## src/rtl/pool_window_buffer.sv

```systemverilog
`default_nettype none
// ============================================================================
// Module      : pool_window_buffer
// Description : Gathers a raster-order activation stream into non-overlapping
//               2x2 windows for the max-pooling stage, using one line buffer.
// Revision    : 1.0 - initial release
// ============================================================================
module pool_window_buffer #(
    parameter int DATA_WIDTH = 8,
    parameter int FM_WIDTH   = 28,
    parameter int FM_HEIGHT  = 28
) (
    input  logic                      clk,
    input  logic                      rst_n,
    input  logic                      clear,
    input  logic                      in_valid,
    input  logic [DATA_WIDTH-1:0]     in_data,
    output logic [4*DATA_WIDTH-1:0]   ifm_window,
    output logic                      pooling_signal,
    output logic                      frame_done,
    output logic                      busy
);

    if ((FM_WIDTH < 2) || ((FM_WIDTH % 2) != 0)) begin : g_bad_width
        $error("pool_window_buffer: FM_WIDTH must be even and >= 2");
    end
    if ((FM_HEIGHT < 2) || ((FM_HEIGHT % 2) != 0)) begin : g_bad_height
        $error("pool_window_buffer: FM_HEIGHT must be even and >= 2");
    end

    localparam int c_col_w = $clog2(FM_WIDTH);
    localparam int c_row_w = $clog2(FM_HEIGHT);
    localparam logic [c_col_w-1:0] c_col_last = c_col_w'(FM_WIDTH - 1);
    localparam logic [c_row_w-1:0] c_row_last = c_row_w'(FM_HEIGHT - 1);

    localparam logic [0:0] c_st_top    = 1'b0;
    localparam logic [0:0] c_st_bottom = 1'b1;

    logic [c_col_w-1:0]       r_col_cnt;
    logic [c_row_w-1:0]       r_row_cnt;
    logic [0:0]               r_state;
    logic [DATA_WIDTH-1:0]    r_hold;
    logic [DATA_WIDTH-1:0]    r_line_buf [FM_WIDTH];
    logic [4*DATA_WIDTH-1:0]  r_window;
    logic                     r_pool;
    logic                     r_done;

    logic                     w_accept;
    logic                     w_col_wrap;
    logic                     w_row_wrap;
    logic                     w_emit;
    logic                     w_last;
    logic [c_col_w-1:0]       w_col_prev;

    // clear takes priority over a pixel presented on the same cycle
    assign w_accept   = in_valid & ~clear;
    assign w_col_wrap = (r_col_cnt == c_col_last);
    assign w_row_wrap = (r_row_cnt == c_row_last);
    assign w_emit     = w_accept && (r_state == c_st_bottom) && r_col_cnt[0];
    assign w_last     = w_emit && w_col_wrap && w_row_wrap;
    assign w_col_prev = r_col_cnt - c_col_w'(1);

    always_ff @(posedge clk or negedge rst_n) begin
        if (!rst_n) begin
            r_col_cnt <= '0;
            r_row_cnt <= '0;
            r_state   <= c_st_top;
            r_hold    <= '0;
            r_window  <= '0;
            r_pool    <= 1'b0;
            r_done    <= 1'b0;
        end else begin
            r_pool <= w_emit;
            r_done <= w_last;
            if (w_emit) begin
                r_window <= {in_data, r_hold, r_line_buf[r_col_cnt], r_line_buf[w_col_prev]};
            end
            if (clear) begin
                r_col_cnt <= '0;
                r_row_cnt <= '0;
                r_state   <= c_st_top;
                r_hold    <= '0;
            end else if (in_valid) begin
                if ((r_state == c_st_bottom) && !r_col_cnt[0]) begin
                    r_hold <= in_data;
                end
                if (w_col_wrap) begin
                    r_col_cnt <= '0;
                    if (w_row_wrap) begin
                        r_row_cnt <= '0;
                        r_state   <= c_st_top;
                    end else begin
                        r_row_cnt <= r_row_cnt + c_row_w'(1);
                        r_state   <= ~r_state;
                    end
                end else begin
                    r_col_cnt <= r_col_cnt + c_col_w'(1);
                end
            end
        end
    end

    // Storage only; contents are don't-care after reset so no reset branch
    always_ff @(posedge clk) begin
        if (w_accept && (r_state == c_st_top)) begin
            r_line_buf[r_col_cnt] <= in_data;
        end
    end

    assign ifm_window     = r_window;
    assign pooling_signal = r_pool;
    assign frame_done     = r_done;
    assign busy           = (r_col_cnt != '0) || (r_row_cnt != '0);

endmodule
`default_nettype wire
```

## config.mk

```make
export PLATFORM = sky130hd
export DESIGN_NAME = pool_window_buffer
export DESIGN_NICKNAME = d
export VERILOG_FILES = /design/src/rtl/pool_window_buffer.sv
export SDC_FILE = /design/constraint.sdc
export NUM_CORES = 1
export LEC_CHECK = 0
export CAP_MARGIN = 10
export CORE_UTILIZATION = 35
export DETAILED_ROUTE_END_ITERATION = 6
export PLACE_DENSITY = 0.62
export SYNTH_ARGS = -nofsm -noshare
export SYNTH_HDL_FRONTEND = slang
export SYNTH_SLANG_ARGS = --single-unit
```

## constraint.sdc

```tcl
create_clock -name clk -period 3.64 [get_ports clk]
set_input_delay 0.546 -clock clk [delete_from_list [all_inputs] [get_ports clk]]
set_output_delay 0.546 -clock clk [all_outputs]
set_load 0.01 [all_outputs]
```

# --- Word-level counts from Yosys, hierarchy flattened ---
# Memory sizes are Yosys's and may differ from the RTL's. A register that Yosys moved wholly into a read port is not among the register bits.
# Cells that the tools add are included.
totals:
  ff_bits: 53
  ram_bits: 224
  out_inout_bits: 35
  word_cells: 49
  n_memories: 1
mem_list:
  columns: ["name", "words", "word_bits", "rd", "rd_clocked_by_memory_dff", "write_ports", "line_no", "rtl"]
  rows:
  - ["r_line_buf", 28, 8, 2, 2, 1, "43", "logic [DATA_WIDTH-1:0] r_line_buf [FM_WIDTH];"]
op_classes:
  add_sub_neg: 3
  n_eq_ne: 2
  muxes: 16
  bitwise: 3
  reduce_logical: 17
op_table:
  columns: ["cell", "n"]
  rows:
  - ["$mux 5", 7]
  - ["$mux 8", 3]
  - ["$add 5x1->5 const B", 2]
  - ["$eq 5x5->1 const B", 2]
  - ["$reduce_bool 5->1", 2]
  - ["$logic_and 1x1->1", 6]
  - ["$mux 1", 6]
  - ["$reduce_bool 2->1", 3]
  - ["$sub 5x1->5 const B", 1]
  - ["$reduce_and 2->1", 2]
  - ["$logic_not 1->1", 3]
  - ["$not 1->1", 2]
  - ["$and 1x1->1", 1]
  - ["$logic_or 1x1->1", 1]

# --- Logic depth before layout (Yosys ltp) ---
depth:
  word_depth: 6
  ltp_mapped: 14
  ltp_nobuf: 7

# --- Worst setup path after synthesis ---
# Ideal clock, no wire load.
synth_path:
  path_type: "register to register"
  startpoint: "register r_col_cnt[0]"
  endpoint: "register r_window[5], in the netlist ifm_window[5], read port of r_line_buf"
  setup_time_ps: 126
  arrival_ps: 2866
  slack_ps: 648
  path_stages_with_launch: 14
  n_path_buf: 6
  period_less_slack_ps: 2992
  cell_sequence: "dfrtp_1 buf_6 buf_6 buf_4 inv_1 buf_2 ha_1 buf_6 xor2_2 buf_6 mux4_1 nand2_1 a311oi_1 a221o_1"
synth_between:
  elab_chain_cells: 1
  word_cells_on_any_way: 2
synth_lines:
  columns: ["item", "line_no", "rtl"]
  rows:
  - ["start, declared", "39", "logic [c_col_w-1:0] r_col_cnt;"]
  - ["start signal, assigned", "97", "r_col_cnt <= r_col_cnt + c_col_w'(1);"]
  - ["$sub 5x1->5 / $logic_and 1x1->1 (equally long branches)", "61, 59", null]
  - ["end, declared", "44", "logic [4*DATA_WIDTH-1:0] r_window;"]
# Several ways; a longest one is shown, not always the timed one.
# A chain may end at the register's enable or synchronous reset.

# --- Final worst setup path ---
layout_path:
  startpoint: "register r_col_cnt[1]"
  endpoint: "output port busy"
layout_between:
  elab_chain_cells: 2
layout_lines:
  columns: ["item", "line_no", "rtl"]
  rows:
  - ["$reduce_bool 5->1", "113", "assign busy = (r_col_cnt != '0) || (r_row_cnt != '0);"]
  - ["$logic_or 1x1->1", "113", null]
  - ["end, declared", "21", "output logic busy"]
# Every way passes these cells.

==> qor.csv <==
stage,metric,value,unit
sta,Least-Margin Pin Slew,0.822,ns
synth,Post-Synth Simple-Gate Area,0.0811,
cts,CTS tree,built,
detailed_routing,met3 WL post-DR,2.67,mm
cts,post-CTS repair timing setup buffer count,0,
global_route,vias in the first global route,7988,
sta,Final Max Slew Viols,0,
sta,clk_skew,0.0129,ns
synth,XOR/XNOR Fraction of Synth Area,0.00332,
pwr,pwr/cell area,471,nW/um^2
sta,post-layout min period,3.01,ns
synth,Synth Area in Compound Gates,0.0657,
pwr,Max VDD drop,0.325,mV
sta,max_slew headroom,0.452,
critical_path,crit path capture type,output port,
floorplan,Die X,193,um
detailed_routing,Routed WL per cell,25.9,um
critical_path,cell depth of the worst flop-to-flop path,6,
synth,asr flop ratio synth,0.191,
critical_path,CP Launch Point,r_col_cnt[1]$_DFFE_PN0P_,
detailed_routing,WL met1,15.8,mm
global_route,first-pass GRT wire length,54.5,mm
place,Post-Place Cell Area,13900,um^2
critical_path,FF-to-FF End,ifm_window[8]$_DFFE_PN0P_,
synth,sequential fraction of the synthesis area,0.628,
synth,count of flip-flops with a built-in enable after synthesis,224,
critical_path,CP Class,flop to output port,
critical_path,crit start category,flop,
pwr,Comb pwr share,0.091,
critical_path,Critical Path RT,3.09,ns
final_layout,# fillers,3267,
sta,Final Hold Viols,0,
pwr,Int Pwr,5380,uW
place,RePlAce Congestion,0.930,
detailed_routing,DR top layer,met4,
pwr,Psw,1590,uW
cts,H-Tree Depth,1,
synth,adder-cell share of the synthesized area,0.00683,
status,failing checks,DRC,
floorplan,full die area,37400,um^2
floorplan,top-level port count,47,
sta,RSZ-0062 raised after global routing,false,
critical_path,R2R setup slack,0.69,ns
detailed_routing,antenna-violating nets left,0,
pwr,Seq pwr share,0.494,
final_layout,P&R area growth vs syn,15.6,%
floorplan,Chip Height,193,um
global_route,overflow left after global routing,0,
synth,predominant post-synthesis flop cell,edfxtp_1,
place,HPWL after DPL,24.1,mm
final_layout,# nets final,942,
global_route,antenna violations before repair,1,
detailed_routing,"wirelength, routed",36.4,mm
synth,synth unique cells,53,
detailed_routing,WL met2,16.4,mm
sta,Max Freq,333,MHz
sta,Fin Setup TNS,0,ns
floorplan,Core ar.,35800,um^2
synth,largest area contributor in the netlist,edfxtp_1,
cts,post-cts resize count,0,
final_layout,"commonest non-fill, non-tap cell in the layout",edfxtp_1,
place,DP Worst Slack,0.746,ns
sta,hold_ws,0.417,ns
detailed_routing,mean number of vias per cell,5.74,
sta,"Setup violations, final",0,
final_layout,Ant. Diodes,0,
global_route,largest net degree at the start of global routing,99,
floorplan,Initial Utilization,0.358,
detailed_routing,Detailed Routing Iterations Pass 1,7,
synth,syn_nets,875,
final_layout,"commonest cells after routing, fill and taps aside","edfxtp_1, nand2_1, mux4_2, nor2_1, dfrtp_1",
pwr,Sw Share,0.228,
cts,"Reg clk slew, reported paths",0.06,ns
global_route,Tot GR Track Use,0.194,
sta,setup ws final,0.633,ns
synth,largest cells by area after synthesis,"edfxtp_1, mux4_2, dfrtp_1, mux2i_1, mux2_2",
final_layout,share of layout cells above drive strength 1,0.212,
critical_path,crit path DAT,2.46,ns
cts,CTS Buffer Depth,3,
place,IO Port Bufs,46,
cts,clock latency on the worst-skew pair,0.55,ns
synth,syn_area_per_cell,15.0,um^2
critical_path,Worst R2R Start,r_col_cnt[0]$_DFFE_PN0P_,
pwr,clock share of power,0.414,
detailed_routing,total number of vias,8069,
min_path,Min-Delay Path Class,primary input to async pin,
final_layout,final instance area,14800,um^2
synth,Synth top area share,0.525,
cts,root buf cell,clkbuf_16,
synth,largest family of logic cells by synthesized area,multiplexers,
status,status,"finished, violations left",
cts,clk sinks,277,
detailed_routing,Remaining DRCs,5,
flow_run,max_cap viols,0,
pwr,Leakage,0.00511,uW
synth,cells after synthesis,856,
sta,Final Cycle Share,0.826,
synth,yosys warns,0,
synth,Post-Syn Area,12800,um^2
pwr,total chip power,6970,uW
floorplan,Rows,69,
synth,Yosys reg bits,277,
critical_path,CP Max Fanout,7,
cts,TritonCTS Buffers,28,
synth,mux contribution to synthesized area,0.185,
detailed_routing,Iteration-0 DRC Markers,898,
==> worst max-delay path: stages (launching register included) <==
cell,delay (ns)
dfrtp_4,0.49
inv_1,0.16
ha_2,0.34
nor4b_1,0.25
nand4_1,0.15
clkdlybuf4s50_1,0.52
==> cell usage after synthesis (15+ instances only) <==
cell type and count:
edfxtp_1 224, nand2_1 102, mux4_2 60, nor2_1 59, dfrtp_1 53, mux2i_1 49
mux2_2 35, buf_2 23, o21ai_0 22, clkbuf_1 17, o22ai_1 17, a21oi_1 15
==> metal layers <==
layer / global-route usage / up-vias
met5: 0 / -
met4: 0.0770 / 0
met3: 0.0279 / 77
met2: 0.299 / 383
met1: 0.278 / 4133
li1: - / 3476
==> logic make-up after synthesis <==
family,Yosys count
simple gates,229
fa+ha+maj,7
mux,149
buf+inv,67
compound gates,123
xor+xnor,4
flops,277
==> how the worst max path moves through the flow <==
stage	slack (ns)	to	depth (start not counted)
floorplan	0.65	ifm_window[5]$_DFFE_PN0P_	13
global placement	0.75	ifm_window[8]$_DFFE_PN0P_	6
detailed placement	0.75	ifm_window[6]$_DFFE_PN0P_	7
CTS	0.61	busy	5
global route	0.47	ifm_window[8]$_DFFE_PN0P_	6
finish	0.63	busy	5
==> registers in the layout (all words and copies together), names as in the netlist <==
name	count
r_row_cnt	5
pooling_signal	1
ifm_window	32
r_col_cnt	5
r_hold	8
r_line_buf	224
r_state	1
frame_done	1
==> power groups by stage <==
stage / clock (uW) / combinational, uW / sequential [uW]
6_report: 2890 / 637 / 3450
5_1_grt: 3030 / 671 / 3440
4_1_cts: 2930 / 633 / 3450
3_5_place_dp: 0 / 630 / 3510
3_3_place_gp: 0 / 629 / 3510
2_1_floorplan: 0 / 419 / 3510
==> final cells by class <==
| type | instances | area (um^2) | share of cell area |
|---|---|---|---|
| clock buffers | 46 | 831 | 0.0561 |
| clock inverters | 6 | 80.1 | 0.00541 |
| inverters | 8 | 30.0 | 0.00203 |
| multi-input cells | 512 | 4400 | 0.297 |
| flip-flops and latches | 277 | 8060 | 0.544 |
| well taps | 461 | 577 | 0.0389 |
| repair buffers | 96 | 836 | 0.0564 |
==> through the flow <==
step | cells | util
6_report | 1406 | 0.413
5_1_grt | 1406 | 0.413
4_1_cts | 1406 | 0.413
3_5_place_dp | 1353 | 0.388
3_3_place_gp | 1353 | 0.388
2_1_floorplan | 856 | -
==> repair_timing <==
| action | 4_1_cts | 5_1_grt |
|---|---|---|
| endpoints found under the hold margin | 10 | 0 |
| setup endpoints to repair | 0 | 0 |
| hold buffers | 1 | 0 |
(Power assumes the default switching activity.)
